### config.mk
export PLATFORM = sky130hd
export DESIGN_NAME = clock_monitor
export DESIGN_NICKNAME = d
export VERILOG_FILES = /design/src/rtl/clock_monitor.sv
export SDC_FILE = /design/constraint.sdc
export NUM_CORES = 1
export LEC_CHECK = 0
export CORE_MARGIN = 3
export CORE_UTILIZATION = 40
export CTS_CLUSTER_SIZE = 14
export DETAILED_ROUTE_END_ITERATION = 8
export GPL_TIMING_DRIVEN = 0
export PLACE_DENSITY = 0.67
export SETUP_SLACK_MARGIN = 0.2
export SLEW_MARGIN = 20
export SYNTH_ARGS = -nofsm -noshare
export SYNTH_HDL_FRONTEND = slang
export SYNTH_SLANG_ARGS = --single-unit
### constraint.sdc
create_clock -name clock_in -period 3.6 [get_ports clock_in]
set_clock_uncertainty 0.2 [all_clocks]
set_input_delay 0.36 -clock clock_in [delete_from_list [all_inputs] [get_ports clock_in]]
set_output_delay 0.36 -clock clock_in [all_outputs]
set_load 0.01 [all_outputs]
### src/rtl/clock_monitor.sv
// Purpose: measures period and high time of an asynchronous divided clock (sense_clk) in clock_in cycles, with lock and stall detection.
// Latency: edges are seen 3 cycles after sense_clk moves; period/high_time/period_valid appear the cycle after a rise detection.
// Backpressure: none; period_valid is a single-cycle strobe that must be consumed when it fires.
// Optional build macro CLKMON_TOLERANCE_EN: periods within +/-1 count as matching (default build: exact match only).
module clock_monitor #(
   parameter int CNT_W      = 16,
   parameter int LOCK_COUNT = 4
) (
   input  logic             clock_in,
   input  logic             reset,
   input  logic             sense_clk,
   input  logic             clear,
   output logic [CNT_W-1:0] period,
   output logic [CNT_W-1:0] high_time,
   output logic             period_valid,
   output logic             locked,
   output logic             timeout
);

   localparam int                 MATCH_W = ($clog2(LOCK_COUNT + 1) < 1) ? 1 : $clog2(LOCK_COUNT + 1);
   localparam logic [MATCH_W-1:0] LOCK_M  = MATCH_W'(LOCK_COUNT);
   localparam logic [CNT_W-1:0]   CNT_MAX = '1;

   typedef enum logic [1:0] {IDLE, MEASURE, STALLED} state_t;

   state_t             state_q, state_d;
   logic [2:0]         sync_q, sync_d;
   logic [CNT_W-1:0]   cnt_q, cnt_d;
   logic [CNT_W-1:0]   period_q, period_d;
   logic [CNT_W-1:0]   high_q, high_d;
   logic               valid_q, valid_d;
   logic               locked_q, locked_d;
   logic               timeout_q, timeout_d;
   logic [MATCH_W-1:0] match_q, match_d;
   logic               first_q, first_d;

   logic               rise_det;
   logic               fall_det;
   logic [CNT_W-1:0]   cnt_inc;
   logic [MATCH_W-1:0] match_inc;
   logic               is_match;

   // sync_q[1:0] is the two-flop synchronizer; sync_q[2] is the delayed copy for edge detection
   assign rise_det  =  sync_q[1] & ~sync_q[2];
   assign fall_det  = ~sync_q[1] &  sync_q[2];
   assign cnt_inc   = (cnt_q == CNT_MAX) ? cnt_q : cnt_q + CNT_W'(1);
   assign match_inc = (match_q == LOCK_M) ? match_q : match_q + MATCH_W'(1);

`ifdef CLKMON_TOLERANCE_EN
   logic [CNT_W-1:0] period_diff;

   // new period counts as matching when it is within one cycle of the previous one
   always_comb begin
      period_diff = (cnt_inc >= period_q) ? (cnt_inc - period_q) : (period_q - cnt_inc);
      is_match    = (period_diff <= CNT_W'(1));
   end
`else
   assign is_match = (cnt_inc == period_q);
`endif

   // next-state, measurement capture and lock tracking; clear outranks any edge seen this cycle
   always_comb begin
      state_d   = state_q;
      sync_d    = {sync_q[1:0], sense_clk};
      cnt_d     = cnt_q;
      period_d  = period_q;
      high_d    = high_q;
      valid_d   = 1'b0;
      locked_d  = locked_q;
      timeout_d = timeout_q;
      match_d   = match_q;
      first_d   = first_q;

      if (clear) begin
         state_d   = IDLE;
         cnt_d     = '0;
         timeout_d = 1'b0;
         locked_d  = 1'b0;
         match_d   = '0;
         first_d   = 1'b1;
      end else begin
         case (state_q)
            IDLE: begin
               if (rise_det) begin
                  state_d = MEASURE;
                  cnt_d   = '0;
               end
            end
            MEASURE: begin
               cnt_d = cnt_inc;
               if (fall_det) begin
                  high_d = cnt_inc;
               end
               if (rise_det) begin
                  period_d = cnt_inc;
                  cnt_d    = '0;
                  valid_d  = 1'b1;
                  if (first_q) begin
                     // no previous period to compare against yet
                     first_d = 1'b0;
                     match_d = '0;
                  end else if (is_match) begin
                     match_d  = match_inc;
                     locked_d = (match_inc == LOCK_M);
                  end else begin
                     match_d  = '0;
                     locked_d = 1'b0;
                  end
               end else if (cnt_inc == CNT_MAX) begin
                  state_d   = STALLED;
                  timeout_d = 1'b1;
                  locked_d  = 1'b0;
                  match_d   = '0;
                  first_d   = 1'b1;
               end
            end
            STALLED: begin
               if (rise_det) begin
                  state_d = MEASURE;
                  cnt_d   = '0;
               end
            end
            default: begin
               state_d = IDLE;
            end
         endcase
      end
   end

   // state register with synchronous active-high reset
   always_ff @(posedge clock_in) begin
      if (reset) begin
         state_q   <= IDLE;
         sync_q    <= '0;
         cnt_q     <= '0;
         period_q  <= '0;
         high_q    <= '0;
         valid_q   <= 1'b0;
         locked_q  <= 1'b0;
         timeout_q <= 1'b0;
         match_q   <= '0;
         first_q   <= 1'b1;
      end else begin
         state_q   <= state_d;
         sync_q    <= sync_d;
         cnt_q     <= cnt_d;
         period_q  <= period_d;
         high_q    <= high_d;
         valid_q   <= valid_d;
         locked_q  <= locked_d;
         timeout_q <= timeout_d;
         match_q   <= match_d;
         first_q   <= first_d;
      end
   end

   assign period       = period_q;
   assign high_time    = high_q;
   assign period_valid = valid_q;
   assign locked       = locked_q;
   assign timeout      = timeout_q;

endmodule

==> impl_summary.md <==
Run status
The flow ran to the end, and the final reports show no timing, DRC or antenna violations.

Routing
The detailed-route vias per instance is 5.94. The average routed wire per standard cell is 17.9 um. The detail route stage leaves a number of antenna-violating nets equal to 0. The detailed router finished its first iteration with 304 violations.

The number of DRC violations after detailed routing is 0. The routed wire length is 10,700 um. The first detailed-routing pass took 8 iterations. The total via count after detailed routing is 3,562.

CTS
The TritonCTS clock tree is yes. The H-tree generated during clock tree synthesis spans 3 levels. The root buffer cell chosen for the clock tree is clkbuf_8.

The total CTS buffers is 9. Counting along the longest clock path gives a buffer depth of 2. The number of clock sinks is 60. The insertion delay of the later-clocked pin in the worst-skew pair is 350 ps.

Clock-pin slew was measured on the worst setup and hold paths at 70 ps.

Hold path
The path class of the tightest hold or removal check is reg2reg. The terminating pin of the worst hold path is sync_q[1]$_SDFF_PP0_. The startpoint of the most critical hold path is sync_q[0]$_SDFF_PP0_. Along the worst hold path, the cell count comes to 1.

Setup path
By startpoint and endpoint, the worst setup path is classified as reg2reg. The worst setup path is launched from a register. Measured in cells, the most critical reg-to-reg path has a length of 10. The delay of the slowest critical-path stage is 550 ps.

For the worst setup path, the data required time is 3640 ps. The standard cell with the maximum stage delay on the critical path is or4_4. Traced cell by cell, the critical path runs through ha_1 > nand3_1 > clkbuf_2 > o31ai_4 > o21a_1 > nand2_1 > or4_4 > or3_4 > a221oi_2 > nor3_1. The setup slack on the worst flop-to-flop path is 300 ps. Data on the critical path arrives at its endpoint at 3340 ps. The worst register-to-register path ends at match_q[2]$_SDFFE_PP0P_.

STA classifies the critical path endpoint as a register. The maximum net fanout on the critical path is 10. The worst register-to-register path begins at cnt_q[1]$_SDFFE_PP0P_.

GRT
Across every metal layer, demand over resource in global routing totals 0.224. The via count of the first global-routing pass came to 3,462. The global-route wire length before repair is 17,600 um. The total overflow left after global routing is 0. Entering global routing, the biggest net connects 12 pins. The number of antenna violations at the first check in global routing was 0.

Power and ir drop
The leakage power total is 0.00143 uW. Across the VDD grid, the largest voltage drop is 0.359 mV. For this design the ratio of total power to cell area is 345 nW/um^2.

Synthesis
The net count after synthesis is 446. The cell count after synthesis came out at 439. The area of the mapped netlist is 3470 um^2.

The mean instance size in the synthesized netlist is 7.90 um^2. The post-synthesis async set-or-reset flop share is 0. The number of distinct library cell variants in the gate-level netlist after synthesis is 62. Yosys printed 0 warnings. The sequential element share of the synthesized area is 0.346. For this run, the leading register cell type out of synthesis is dfxtp_1. Counting flops and latches in the post-synthesis netlist gives 60.

The number of flops mapped to enable cells by yosys is 0.

Die
The initialized floorplan defines 33 standard-cell rows. The total area inside the core boundary comes to 8300 um^2. The count of boundary I/O pins is 39. In this run the vertical extent of the chip is 99.1 um. The area of the die is 9820 um^2. Measured along the x axis, the die boundary spans 99.1 um. The starting density of the core is 0.418.

Finish
The net count of the finished layout is 497. Of the cells placed in the final design, the portion with a size suffix greater than 1 is 0.107. The synthesis-to-layout area growth is 23.3%. The number of fill cells is 766. The number of diodes is 0.

Place
Input and output buffers added on the ports amount to 38. Timing analysis after detailed placement gives a worst setup slack of 178 ps. Detailed placement ended at an HPWL of 7810 um. Routability-driven placement finished with a final weighted congestion of 0.918.

STA
Setup repair after global routing left no endpoint under its margin. The share of the clock period used by the worst path after layout is 0.917. The shortest clock period the worst path allows after layout is 3300 ps. For this run, the top clock speed supported by timing is 0.303 GHz. For the pin with the worst max-slew slack, the measured transition is 864 ps. Summed over all failing endpoints, the final setup total negative slack is 0 ps. The number of pins with negative max-slew slack in the final report was 0. Setup slack on the critical path of the routed design comes to 299 ps.

The headroom to the max-slew limit is 0.420. Setup violations remaining at the end of the flow were counted as 0. The number of failing hold endpoints at the final stage is 0.

Run
Across the run, the number of max-cap violations was 0.
-- worst max-delay path, delay by kind of cell (launching register included) --
family / cells / cell delay (ps)
simple gates: 5 / 1310
compound gates: 3 / 790
flops: 1 / 400
buf+inv: 1 / 280
fa+ha+maj: 1 / 220
-- metrics by stage --
step	area [um^2]	cells	power, uW	hold WS, ps	util
floorplan	3470	439	705	214	-
global placement	3980	582	719	219	0.479
detailed placement	3980	582	720	243	0.479
finish	4280	600	1470	251	0.515
global route	4280	600	1520	261	0.515
CTS	4240	600	1480	257	0.511
-- cells in the final DEF, fill, tap and decap left out, types with 4 or more instances in the layout --
cell type,count
nor2_1,60
dfxtp_1,59
nand2_1,54
a21oi_1,44
clkdlybuf4s50_1,38
a211oi_1,17
clkbuf_1,16
nor3_1,16
nand3_1,15
buf_2,12
xnor2_1,11
inv_1,10
o21ai_0,10
clkbuf_8,10
nor2b_1,7
and3_1,6
a22oi_1,6
nor4_1,6
nand2b_1,5
and4_1,4
nand4_4,4
o211ai_1,4
-- final cells by class --
type / count / area (um^2) / area share
flip-flops and latches: 60 / 1200 / 0.281
clock inverters: 6 / 111 / 0.0260
inverters: 10 / 37.5 / 0.00878
well taps: 105 / 131 / 0.0307
multi-input cells: 338 / 2120 / 0.495
plain buffers: 31 / 144 / 0.0337
clock buffers: 10 / 138 / 0.0322
repair buffers: 40 / 395 / 0.0925
-- where the power goes --
group	leakage [uW]	switching, uW	total (uW)	internal [uW]
clock	0.000122	289	768	479
combinational	0.000823	27.6	38.5	10.9
sequential	0.000484	1.50	667	665
-- cells in the mapped netlist (2+ instances only) --
| master | n | area, um^2 |
|---|---|---|
| nor4_1 | 6 | 37.5 |
| a22oi_1 | 6 | 45.0 |
| o21a_1 | 3 | 22.5 |
| or4_1 | 3 | 22.5 |
| nand3b_1 | 2 | 15.0 |
| xor2_1 | 3 | 26.3 |
| nor4_2 | 2 | 25.0 |
| mux2i_1 | 3 | 30.0 |
| nand4_1 | 3 | 18.8 |
| o211ai_1 | 4 | 30.0 |
| o21ai_0 | 10 | 50.1 |
| inv_1 | 10 | 37.5 |
| a311oi_1 | 3 | 26.3 |
| clkbuf_1 | 16 | 60.1 |
| nor2_1 | 60 | 225 |
| nand2b_1 | 5 | 31.3 |
| nor3_1 | 16 | 80.1 |
| nand3_1 | 15 | 75.1 |
| a21oi_1 | 44 | 220 |
| nand2_1 | 54 | 203 |
| o2111ai_1 | 3 | 26.3 |
| buf_2 | 12 | 60.1 |
| a31oi_1 | 3 | 18.8 |
| or3_1 | 3 | 18.8 |
| and2_1 | 2 | 12.5 |
| o311a_1 | 3 | 30.0 |
| a41oi_1 | 2 | 17.5 |
| nand4_4 | 4 | 85.1 |
| nor2b_1 | 7 | 43.8 |
| and3_1 | 6 | 37.5 |
| xnor2_1 | 12 | 105 |
| a211oi_1 | 17 | 128 |
| dfxtp_1 | 60 | 1200 |
| mux2_2 | 2 | 22.5 |
| ha_1 | 3 | 37.5 |
| and4_1 | 4 | 35.0 |
| nor4b_1 | 3 | 26.3 |
-- flip-flops by register name (all words and copies together) (netlist names) --
signal        cells
period_valid      1
match_q           3
state_q           2
period           16
timeout           1
locked            1
sync_q            3
high_time        16
first_q           1
cnt_q            16
-- logic make-up (layout without fill, tap and decap cells) --
| logic type | after synthesis | count (layout) | synth area share |
|---|---|---|---|
| AND/OR/NAND/NOR | 201 | 201 | 0.306 |
| AO/OA/AOI/OAI | 113 | 113 | 0.226 |
| flip-flops | 60 | 60 | 0.346 |
| buffers and inverters | 41 | 97 | 0.0520 |
| XOR/XNOR | 16 | 16 | 0.0444 |
| multiplexers | 5 | 5 | 0.0152 |
| adder cells (fa/ha/maj) | 3 | 3 | 0.0108 |
-- worst max path at each step --
| stage | startpoint | to | cells after the start |
|---|---|---|---|
| 2_1_floorplan | cnt_q[1]$_SDFFE_PP0P_ | match_q[2]$_SDFFE_PP0P_ | 10 |
| 3_3_place_gp | cnt_q[1]$_SDFFE_PP0P_ | match_q[2]$_SDFFE_PP0P_ | 10 |
| 3_5_place_dp | cnt_q[1]$_SDFFE_PP0P_ | match_q[2]$_SDFFE_PP0P_ | 10 |
| 4_1_cts | cnt_q[1]$_SDFFE_PP0P_ | match_q[2]$_SDFFE_PP0P_ | 10 |
| 5_1_grt | cnt_q[0]$_SDFFE_PP0P_ | match_q[0]$_SDFFE_PP0P_ | 9 |
| 6_report | cnt_q[1]$_SDFFE_PP0P_ | match_q[2]$_SDFFE_PP0P_ | 10 |
-- what timing repair did --
item / CTS / global route
pin swaps: 0 / 0
setup endpoints to repair: 2 / 6
setup buffers: 2 / 0
gates resized for setup: 0 / 6
hold buffers: 0 / 0
-- routing by layer --
| metal | global-route usage | wire [um] | up-vias |
|---|---|---|---|
| met5 | 0 | 0 | - |
| met4 | 0.105 | 413 | 0 |
| met3 | 0.0617 | 692 | 44 |
| met2 | 0.332 | 4690 | 157 |
| met1 | 0.304 | 4940 | 1664 |
| li1 | - | - | 1697 |
(Power assumes the default switching activity.)
